--- config.mk ---
export PLATFORM = sky130hd
export DESIGN_NAME = conf_stream_loader
export DESIGN_NICKNAME = d
export VERILOG_FILES = /design/src/rtl/conf_stream_loader_pkg.sv /design/src/rtl/conf_stream_loader_byte_pending_buffer.sv /design/src/rtl/conf_stream_loader.sv
export SDC_FILE = /design/constraint.sdc
export NUM_CORES = 1
export LEC_CHECK = 0
export CAP_MARGIN = 20
export CORE_MARGIN = 3
export CORE_UTILIZATION = 51
export CTS_CLUSTER_DIAMETER = 50
export DETAILED_ROUTE_END_ITERATION = 8
export GPL_ROUTABILITY_DRIVEN = 1
export PLACE_DENSITY_LB_ADDON = 0.1
export REMOVE_ABC_BUFFERS = 1
export SYNTH_ARGS = -nofsm -noshare
export SYNTH_HDL_FRONTEND = slang
export SYNTH_SLANG_ARGS = --single-unit
--- constraint.sdc ---
create_clock -name i_clk -period 1.7 [get_ports i_clk]
set_clock_uncertainty 0.1 [all_clocks]
set_input_delay 0.34 -clock i_clk [delete_from_list [all_inputs] [get_ports i_clk]]
set_output_delay 0.34 -clock i_clk [all_outputs]
set_load 0.03 [all_outputs]
--- src/rtl/conf_stream_loader_pkg.sv ---
// Shared types and width helpers for the configuration stream loader.
package conf_stream_loader_pkg;

    typedef enum logic [1:0] {
        IDLE  = 2'd0,
        SETUP = 2'd1,
        PULSE = 2'd2,
        NEXT  = 2'd3
    } state_t;

    // Bits needed to hold values 0..value-1, never less than one.
    function automatic int clog2w(input int value);
        int width;
        width = 1;
        while ((1 << width) < value) width++;
        return width;
    endfunction

    function automatic int conf_bytes(input int conf_bits, input int byte_bits);
        return conf_bits / byte_bits;
    endfunction

endpackage

--- src/rtl/conf_stream_loader_byte_pending_buffer.sv ---
// One-deep holding register for a byte that arrives while another is shifting.
module byte_pending_buffer #(
    parameter int BYTE_BITS = 8
) (
    input  logic                 clk,
    input  logic                 rst,
    input  logic                 clear,
    input  logic                 wr,
    input  logic [BYTE_BITS-1:0] wr_data,
    input  logic                 rd,
    output logic                 full,
    output logic [BYTE_BITS-1:0] data,
    output logic                 overrun
);

    logic                 full_reg;
    logic [BYTE_BITS-1:0] data_reg;
    logic                 overrun_reg;
    logic                 drop;

    // A write in the same cycle as a read refills the slot instead of overflowing.
    assign drop = wr && full_reg && !rd;

    always_ff @(posedge clk or posedge rst) begin
        if (rst) begin
            full_reg    <= 1'b0;
            data_reg    <= '0;
            overrun_reg <= 1'b0;
        end else begin
            if (wr && !drop) begin
                data_reg <= wr_data;
                full_reg <= 1'b1;
            end else if (rd) begin
                full_reg <= 1'b0;
            end
            if (drop) begin
                overrun_reg <= 1'b1;
            end else if (clear) begin
                overrun_reg <= 1'b0;
            end
        end
    end

    assign full    = full_reg;
    assign data    = data_reg;
    assign overrun = overrun_reg;

endmodule

--- src/rtl/conf_stream_loader.sv ---
// Shifts received UART bytes MSB-first into the ch_conf shift register,
// generating its shift clock and tracking frame progress.
module conf_stream_loader
    import conf_stream_loader_pkg::*;
#(
    parameter int CONF_BITS = 80,
    parameter int BYTE_BITS = 8,
    parameter int TIMEOUT   = 4096
) (
    input  logic                 i_clk,
    input  logic                 i_rst,
    input  logic [BYTE_BITS-1:0] i_data,
    input  logic                 i_avail,
    input  logic                 i_clear,
    output logic                 o_sh_clk,
    output logic                 o_ser,
    output logic                 o_busy,
    output logic [clog2w(conf_bytes(CONF_BITS, BYTE_BITS) + 1)-1:0] o_byte_cnt,
    output logic                 o_done,
    output logic                 o_conf_valid,
    output logic                 o_overrun
);

    localparam int CONF_BYTES = conf_bytes(CONF_BITS, BYTE_BITS);
    localparam int CNT_W      = clog2w(CONF_BYTES + 1);
    localparam int BIT_W      = clog2w(BYTE_BITS);
    localparam int IDLE_W     = clog2w(TIMEOUT + 1);

    state_t               state_reg, state_next;
    logic [BYTE_BITS-1:0] shift_byte_reg;
    logic [BIT_W-1:0]     bit_idx_reg;
    logic [CNT_W-1:0]     byte_cnt_reg;
    logic [CNT_W-1:0]     cnt_inc;
    logic                 done_reg;
    logic                 conf_valid_reg;
    logic                 avail_hist_reg;

    logic                 avail_edge;
    logic                 load;
    logic [BYTE_BITS-1:0] load_data;
    logic                 consume;
    logic                 pend_wr;
    logic                 pend_full;
    logic [BYTE_BITS-1:0] pend_data;
    logic                 frame_end;
    logic                 timeout_hit;

    assign avail_edge = i_avail && !avail_hist_reg;
    assign cnt_inc    = byte_cnt_reg + 1'b1;
    assign frame_end  = (state_reg == NEXT) && (cnt_inc == CNT_W'(CONF_BYTES));

    // An idle controller with nothing pending takes the new byte directly.
    assign pend_wr = avail_edge && !((state_reg == IDLE) && !pend_full);

    byte_pending_buffer #(
        .BYTE_BITS (BYTE_BITS)
    ) u_pending (
        .clk     (i_clk),
        .rst     (i_rst),
        .clear   (i_clear),
        .wr      (pend_wr),
        .wr_data (i_data),
        .rd      (consume),
        .full    (pend_full),
        .data    (pend_data),
        .overrun (o_overrun)
    );

    always_comb begin
        state_next = state_reg;
        load       = 1'b0;
        load_data  = i_data;
        consume    = 1'b0;
        case (state_reg)
            IDLE: begin
                if (pend_full) begin
                    state_next = SETUP;
                    load       = 1'b1;
                    load_data  = pend_data;
                    consume    = 1'b1;
                end else if (avail_edge) begin
                    state_next = SETUP;
                    load       = 1'b1;
                end
            end
            SETUP: state_next = PULSE;
            PULSE: state_next = (bit_idx_reg == '0) ? NEXT : SETUP;
            NEXT: begin
                if (pend_full) begin
                    state_next = SETUP;
                    load       = 1'b1;
                    load_data  = pend_data;
                    consume    = 1'b1;
                end else begin
                    state_next = IDLE;
                end
            end
            default: state_next = IDLE;
        endcase
    end

    always_ff @(posedge i_clk or posedge i_rst) begin
        if (i_rst) begin
            state_reg      <= IDLE;
            shift_byte_reg <= '0;
            bit_idx_reg    <= '0;
            byte_cnt_reg   <= '0;
            done_reg       <= 1'b0;
            conf_valid_reg <= 1'b0;
            avail_hist_reg <= 1'b1;
        end else begin
            state_reg      <= state_next;
            avail_hist_reg <= i_avail;
            done_reg       <= frame_end;
            if (load) begin
                shift_byte_reg <= load_data;
                bit_idx_reg    <= BIT_W'(BYTE_BITS - 1);
            end else if ((state_reg == PULSE) && (bit_idx_reg != '0)) begin
                bit_idx_reg <= bit_idx_reg - 1'b1;
            end
            // Clear overrides a frame completing in the same cycle.
            if (i_clear) begin
                byte_cnt_reg <= '0;
            end else if (state_reg == NEXT) begin
                byte_cnt_reg <= frame_end ? '0 : cnt_inc;
            end else if (timeout_hit) begin
                byte_cnt_reg <= '0;
            end
            if (i_clear) begin
                conf_valid_reg <= 1'b0;
            end else if (frame_end) begin
                conf_valid_reg <= 1'b1;
            end
        end
    end

    generate
        if (TIMEOUT > 0) begin : g_timeout
            logic [IDLE_W-1:0] idle_cnt_reg;
            logic              counting;

            assign counting    = (state_reg == IDLE) && (byte_cnt_reg != '0) && !avail_edge;
            assign timeout_hit = counting && (idle_cnt_reg == IDLE_W'(TIMEOUT - 1));

            always_ff @(posedge i_clk or posedge i_rst) begin
                if (i_rst) begin
                    idle_cnt_reg <= '0;
                end else if (!counting || timeout_hit) begin
                    idle_cnt_reg <= '0;
                end else begin
                    idle_cnt_reg <= idle_cnt_reg + 1'b1;
                end
            end
        end else begin : g_no_timeout
            assign timeout_hit = 1'b0;
        end
    endgenerate

    // The serial bit only moves on entering SETUP, while the shift clock is low.
    assign o_sh_clk     = (state_reg == PULSE);
    assign o_ser        = shift_byte_reg[bit_idx_reg];
    assign o_busy       = (state_reg != IDLE);
    assign o_byte_cnt   = byte_cnt_reg;
    assign o_done       = done_reg;
    assign o_conf_valid = conf_valid_reg;

endmodule

==> metrics.csv, run 1 <==
metric;value;unit
Post-DRT Antenna Nets;0;
grt ovf;0;
clk slew on worst S/H paths;0.09;ns
drt first-iter violations;52;
CTS Buf Count;5;
synthesized cell area;2200;µm²
die area;5150;µm²
nets@finish;264;
clk_lat worst skew;0.29;ns
Initial Util;53.9;%
area grow syn2layout;29.5;%
Worst Tran Pin Value;0.340;ns
core region area;4090;µm²
Mean Syn Cell Area;11.2;µm²
crit path kind;reg -> out;
startpoint class of the critical path;flop;
H-tree depth;2;
Worst R2R Setup Slack;0.08;ns
PwrDens;1580;nW/µm²
drt pass-1 iters;4;
Peak VDD IR;0.00120;V
r2r startpoint;state_reg[1];
CTS tree;done;
Yosys top cell by area;dfrtp_1;
crit end category;output pin;
Fillers;310;
EDFF count, synth;0;
Largest register FFs;13;
WL per Instance;14.7;µm
Final period util;122;%
port bufs;21;
Worst Reg-to-Reg Cells;7;
Total Power;4.51;mW
Max Clk Rate;482;MHz
Via density;5.43;
FF+latch count, synth;43;
hold_buf cts;0;
clock sinks;43;
clock tree buffer depth;2;
Die W;71.7;µm
crit-path max FO;3;
DRC;0;
Crit path arrival time;1.63;ns
Slew headroom;77.3;%
final max-slew violation count;0;
most area-consuming cells after synthesis;dfrtp_1 48%, ha_1 5.1%, nor2_1 4.9%, mux2_2 4.6%, xnor2_1 4.0%;
setup ws final;-0.375;ns
final setup violation count;1;
Detailed Place HPWL;3040;µm
vias in the first global route;1636;
IO Count;22;
RePlAce Congestion;0.781;
Final Hold Vio Count;0;
layout cells sized above 1;27.0;%
largest net degree at the start of global routing;44;
asr flop ratio synth;100;%
failing checks;negative setup slack;
Critical Path RT;1.26;ns
initial antenna violation count;0;
vias;1595;
RR Endpoint;bit_idx_reg[1];
Yosys warning total;0;
post-synthesis sequential area ratio;48.9;%
Mapped Cells;196;
Placement Cell Area;2610;µm²
Ant. Diodes;0;
Pleak;1.22;nW
Primary FF master, synth;dfrtp_1;
Final min period;2.07;ns
HP Class;in -> async;
cell row count;23;
Die Y;71.7;µm
Post-Route WL;4330;µm
first-pass GRT wire length;7280;µm
design area;2850;µm²
max cap viols;0;
All-Layer GR Usage;18.1;%
status;finished with violations;
Placement Setup Slack;-0.510;ns
RSZ-0062 raised after global routing;yes;
library cells used by synthesis;43;
Clock Tree Root;clkbuf_8;
Yosys top cell area share;47.7;%
synth_stat cells (2+ instances only):
cell and count:
a211o_1 2, a31oi_1 2, nand3b_1 3, xnor2_1 10, mux4_2 2, inv_1 16, nand3_1 5, nand2b_1 2
buf_4 2, o21ai_0 3, ha_1 9, dfrtp_1 42, a21oi_1 11, o22ai_1 2, xor2_1 3, mux2i_1 8
nor3_1 3, nor2_1 29, nand2_1 8, and2_1 2, mux2_2 9, a32o_1 2
per-stage QoR:
| step | cells | utilization (%) | setup TNS, ns | hold WS (ns) |
|---|---|---|---|---|
| floorplan | 193 | - | -2.66 | 0.244 |
| global placement | 281 | 63.7 | -2.78 | 0.389 |
| detailed placement | 281 | 63.7 | -3.71 | 0.397 |
| CTS | 291 | 67.5 | -0.392 | 0.296 |
| global route | 294 | 69.8 | -0.425 | 0.364 |
| finish | 294 | 69.8 | -0.375 | 0.293 |
worst max-delay path by stage:
stage	startpoint	to	slack, ns	depth (start not counted)
2_1_floorplan	state_reg[0]	shift_byte_reg[0]	-0.19	5
3_3_place_gp	bit_idx_reg[0]	o_ser	-0.50	3
3_5_place_dp	bit_idx_reg[0]	o_ser	-0.51	3
4_1_cts	bit_idx_reg[0]	o_ser	-0.39	3
5_1_grt	bit_idx_reg[0]	o_ser	-0.42	3
6_report	bit_idx_reg[0]	o_ser	-0.37	3
layout make-up:
cell class | instances | area, µm² | area share (%)
multi-input combinational | 134 | 1110 | 38.8
sequential | 43 | 1080 | 37.7
timing repair buffer | 43 | 434 | 15.2
clock inverter | 3 | 43.8 | 1.53
clock buffer | 5 | 68.8 | 2.41
tap | 50 | 62.6 | 2.19
inverter | 16 | 60.1 | 2.10
placed cells by master (no fill, tap or decap), types with 2 or more instances in the layout:
cell,Yosys,layout
nand2b_1,2,2
a32o_1,2,2
dlygate4sd2_1,0,7
ha_1,9,5
xor2_1,3,3
mux4_2,2,2
and2_1,2,2
nand3_1,5,5
ha_4,0,2
o22ai_1,2,2
mux2i_1,8,8
a211o_1,2,2
a21oi_1,11,11
inv_1,16,13
nand3b_1,3,3
buf_4,2,18
clkbuf_8,0,5
o21ai_0,3,2
buf_12,0,4
nand2_1,8,7
a31oi_1,2,2
inv_2,0,3
dfrtp_1,42,42
mux2_2,9,6
xnor2_1,10,10
ha_2,0,2
mux2_4,1,4
nor3_1,3,3
clkdlybuf4s50_1,0,11
nor2_1,29,29
buf_6,0,2
worst max-delay path, stage by stage, from the launching register on:
cell and delay, ns:
dfrtp_1 0.41, mux4_2 0.51, mux2_4 0.29, buf_6 0.14
logic make-up after synthesis:
| group | after synthesis | synth area share (%) |
|---|---|---|
| adders and majority gates | 9 | 5.11 |
| muxes | 20 | 11.0 |
| AOI/OAI and AO/OA | 30 | 10.7 |
| and+or+nand+nor | 62 | 15.6 |
| buffers and inverters | 19 | 3.63 |
| DFF | 43 | 48.9 |
| xor gates and xnor gates | 13 | 5.16 |
repair_timing:
action                                  CTS  global route
hold endpoints to repair                  0             0
endpoints found under the setup margin   21            29
gates cloned                              0             1
resized for setup                        21            10
pin swaps                                 1             5
buffers inserted                          2             2
metal layers:
| metal | share of wire, % | vias up | routed length [µm] | track usage [%] |
|---|---|---|---|---|
| met3 | 3.5 | 10 | 151 | 4.07 |
| met2 | 51 | 33 | 2230 | 29.8 |
| met1 | 43 | 786 | 1870 | 23.1 |
| li1 | - | 766 | - | - |
| met5 | 0 | - | 0 | 0 |
| met4 | 2.0 | 0 | 85 | 7.72 |
power breakdown:
part	switching, mW	internal (mW)	total, mW	leakage, nW
clock network	0.350	0.437	0.788	0.0581
logic	1.04	1.15	2.19	0.618
registers	0.213	1.32	1.53	0.541
total	1.60	2.91	4.51	1.22
Note: power is estimated with default switching activity, not from simulation.
==> inputs of run 2 (changes only) <==
Settings changed: ABC_AREA set to 0, SKIP_CTS_REPAIR_TIMING set to 1.
==> run 2 against run 1 <==
The flow still finishes with violations (negative setup slack). Die area is the same. Clock power rose by 2%. Global-route usage decreased by 0.39 points. Setup slack got worse by 0.0083 ns. Core utilization shrank 0.61 points. Hold slack got worse by 0.0063 ns. Register-to-register slack hardly changed. First-iteration DRC count rose by 27%. Total power down 2.6%. Non-clock buffer count is 2 lower. Cell count decreased by 0.68%.
==> metrics.csv, run 2 (synthesis gave the netlist of run 1 again) <==
metric;value;unit;change
status;finished with violations;;
failing checks;negative setup slack;;
Crit. Startpoint;bit_idx_reg[0];;
max cap viols;0;;unchanged
core region area;4090;µm²;unchanged
RR Endpoint;bit_idx_reg[1];;
area grow syn2layout;28.3;%;
H-tree depth;2;;unchanged
Worst R2R Setup Slack;0.07;ns;about the same
DRC;0;;unchanged
Placement Cell Area;2610;µm²;unchanged
first-pass GRT wire length;7120;µm;-2.2%
PwrDens;1550;nW/µm²;-1.7%
largest net degree at the start of global routing;44;;unchanged
placed cells;281;;unchanged
Slew headroom;78.4;%;+1.1 points
Crit-path slowest cell;mux4_2;;
design area;2830;µm²;-0.88%
Largest register FFs;13;;unchanged
crit path buf inv count;1;;unchanged
HP Class;in -> async;;
Die W;71.7;µm;unchanged
clk_lat worst skew;0.30;ns;about the same
Post-Route WL;4320;µm;-0.25%
drt pass-1 iters;4;;unchanged
Final min period;2.08;ns;+0.00828 ns
CTS tree;done;;
setup ws final;-0.383;ns;-0.00828 ns
Final Hold Vio Count;0;;unchanged
Die Y;71.7;µm;unchanged
nets@finish;262;;-0.76%
Initial Util;53.9;%;unchanged
most common cell after layout, fill and taps aside;dfrtp_1;;
Final period util;123;%;+0.49 points
Pleak;1.28;nW;+5.4%
non-filler instance count after layout;292;;-0.68%
IO Count;22;;unchanged
Crit path arrival time;1.64;ns;about the same
initial antenna violation count;0;;unchanged
CTS Buf Count;5;;unchanged
CP delay by family, top;multiplexers;;
Ant. Diodes;0;;unchanged
RSZ-0062 raised after global routing;yes;;
Max Clk Rate;480;MHz;-0.40%
crit-path max FO;3;;unchanged
grt ovf;0;;unchanged
CP peak stage delay;0.51;ns;about the same
most frequent cells in the layout;41 x dfrtp_1, 29 x nor2_1, 17 x buf_4;;
Peak VDD IR;0.00120;V;-0.40%
CP Cell Sequence;mux4_2, mux2_4, buf_6;;
All-Layer GR Usage;17.8;%;-0.39 points
Hold WS;0.287;ns;-0.00632 ns
clk slew on worst S/H paths;0.09;ns;about the same
vias in the first global route;1588;;-2.9%
die area;5150;µm²;unchanged
vias;1579;;-1.0%
RePlAce Congestion;0.781;;unchanged
startpoint class of the critical path;flop;;
clock sinks;43;;unchanged
Detailed Place HPWL;3040;µm;unchanged
crit end category;output pin;;
clock tree buffer depth;2;;unchanged
Via density;5.41;;-0.33%
final max-slew violation count;0;;unchanged
Worst Reg-to-Reg Cells;6;;-1
r2r startpoint;state_reg[0];;
Clock Tree Root;clkbuf_8;;
Worst Tran Pin Value;0.320;ns;-0.0194 ns
crit path kind;reg -> out;;
drt first-iter violations;66;;+27%
layout cells sized above 1;26.4;%;-0.60 points
final setup violation count;1;;unchanged
port bufs;21;;unchanged
WL per Instance;14.8;µm;+0.43%
cell row count;23;;unchanged
Post-DRT Antenna Nets;0;;unchanged
Critical Path RT;1.26;ns;about the same
==> run 2: changes by cell type in the layout (fill, tap and decap cells not counted), sizes merged <==
cell	delta
buf	-1
dlymetal6s2s	+7
clkbuf	-1
dlygate4sd2	-7
==> run 2: worst max-delay path by stage <==
stage	to	slack, ns	depth (start not counted)
finish	o_ser	-0.38	3
floorplan	shift_byte_reg[0]	-0.19	5
CTS	o_ser	-0.85	3
global route	o_ser	-0.42	3
detailed placement	o_ser	-0.51	3
global placement	o_ser	-0.50	3
==> run 2: where the power goes <==
part	switching (mW)	leakage [nW]	internal (mW)	total (mW)
combinational	1.00	0.686	1.06	2.06
clock	0.363	0.0581	0.437	0.800
sequential	0.208	0.539	1.32	1.53
==> run 2: metrics by stage <==
| step | TNS [ns] | power (mW) | worst slack [ns] | utilization [%] |
|---|---|---|---|---|
| global route | -0.424 | 4.68 | -0.424 | 69.2 |
| finish | -0.383 | 4.39 | -0.383 | 69.2 |
| detailed placement | -3.71 | 3.33 | -0.510 | 63.7 |
| global placement | -2.78 | 3.26 | -0.496 | 63.7 |
| floorplan | -2.66 | 2.69 | -0.194 | - |
| CTS | -2.51 | 4.14 | -0.845 | 66.5 |
==> run 2: per-layer routing <==
layer  up-vias  global-route usage (%)  wire, µm
met3         7                    4.07       172
met5         -                       0         0
met1       780                    22.9      1860
li1        766                       -         -
met4         0                    6.05        47
met2        26                    29.5      2240
==> run 2: tightest hold or removal path, delay by kind of cell <==
family	cells	cell delay, ns
buf+inv	3	0.73
==> run 2: cell type report <==
class                   instances  area (µm²)
clock buffers                   5        68.8
inverters                      16        62.6
well taps                      50        62.6
clock inverters                 3        43.8
multi-input cells             134        1090
repair buffers                 41         419
fillers                       314        1260
flip-flops and latches         43        1080
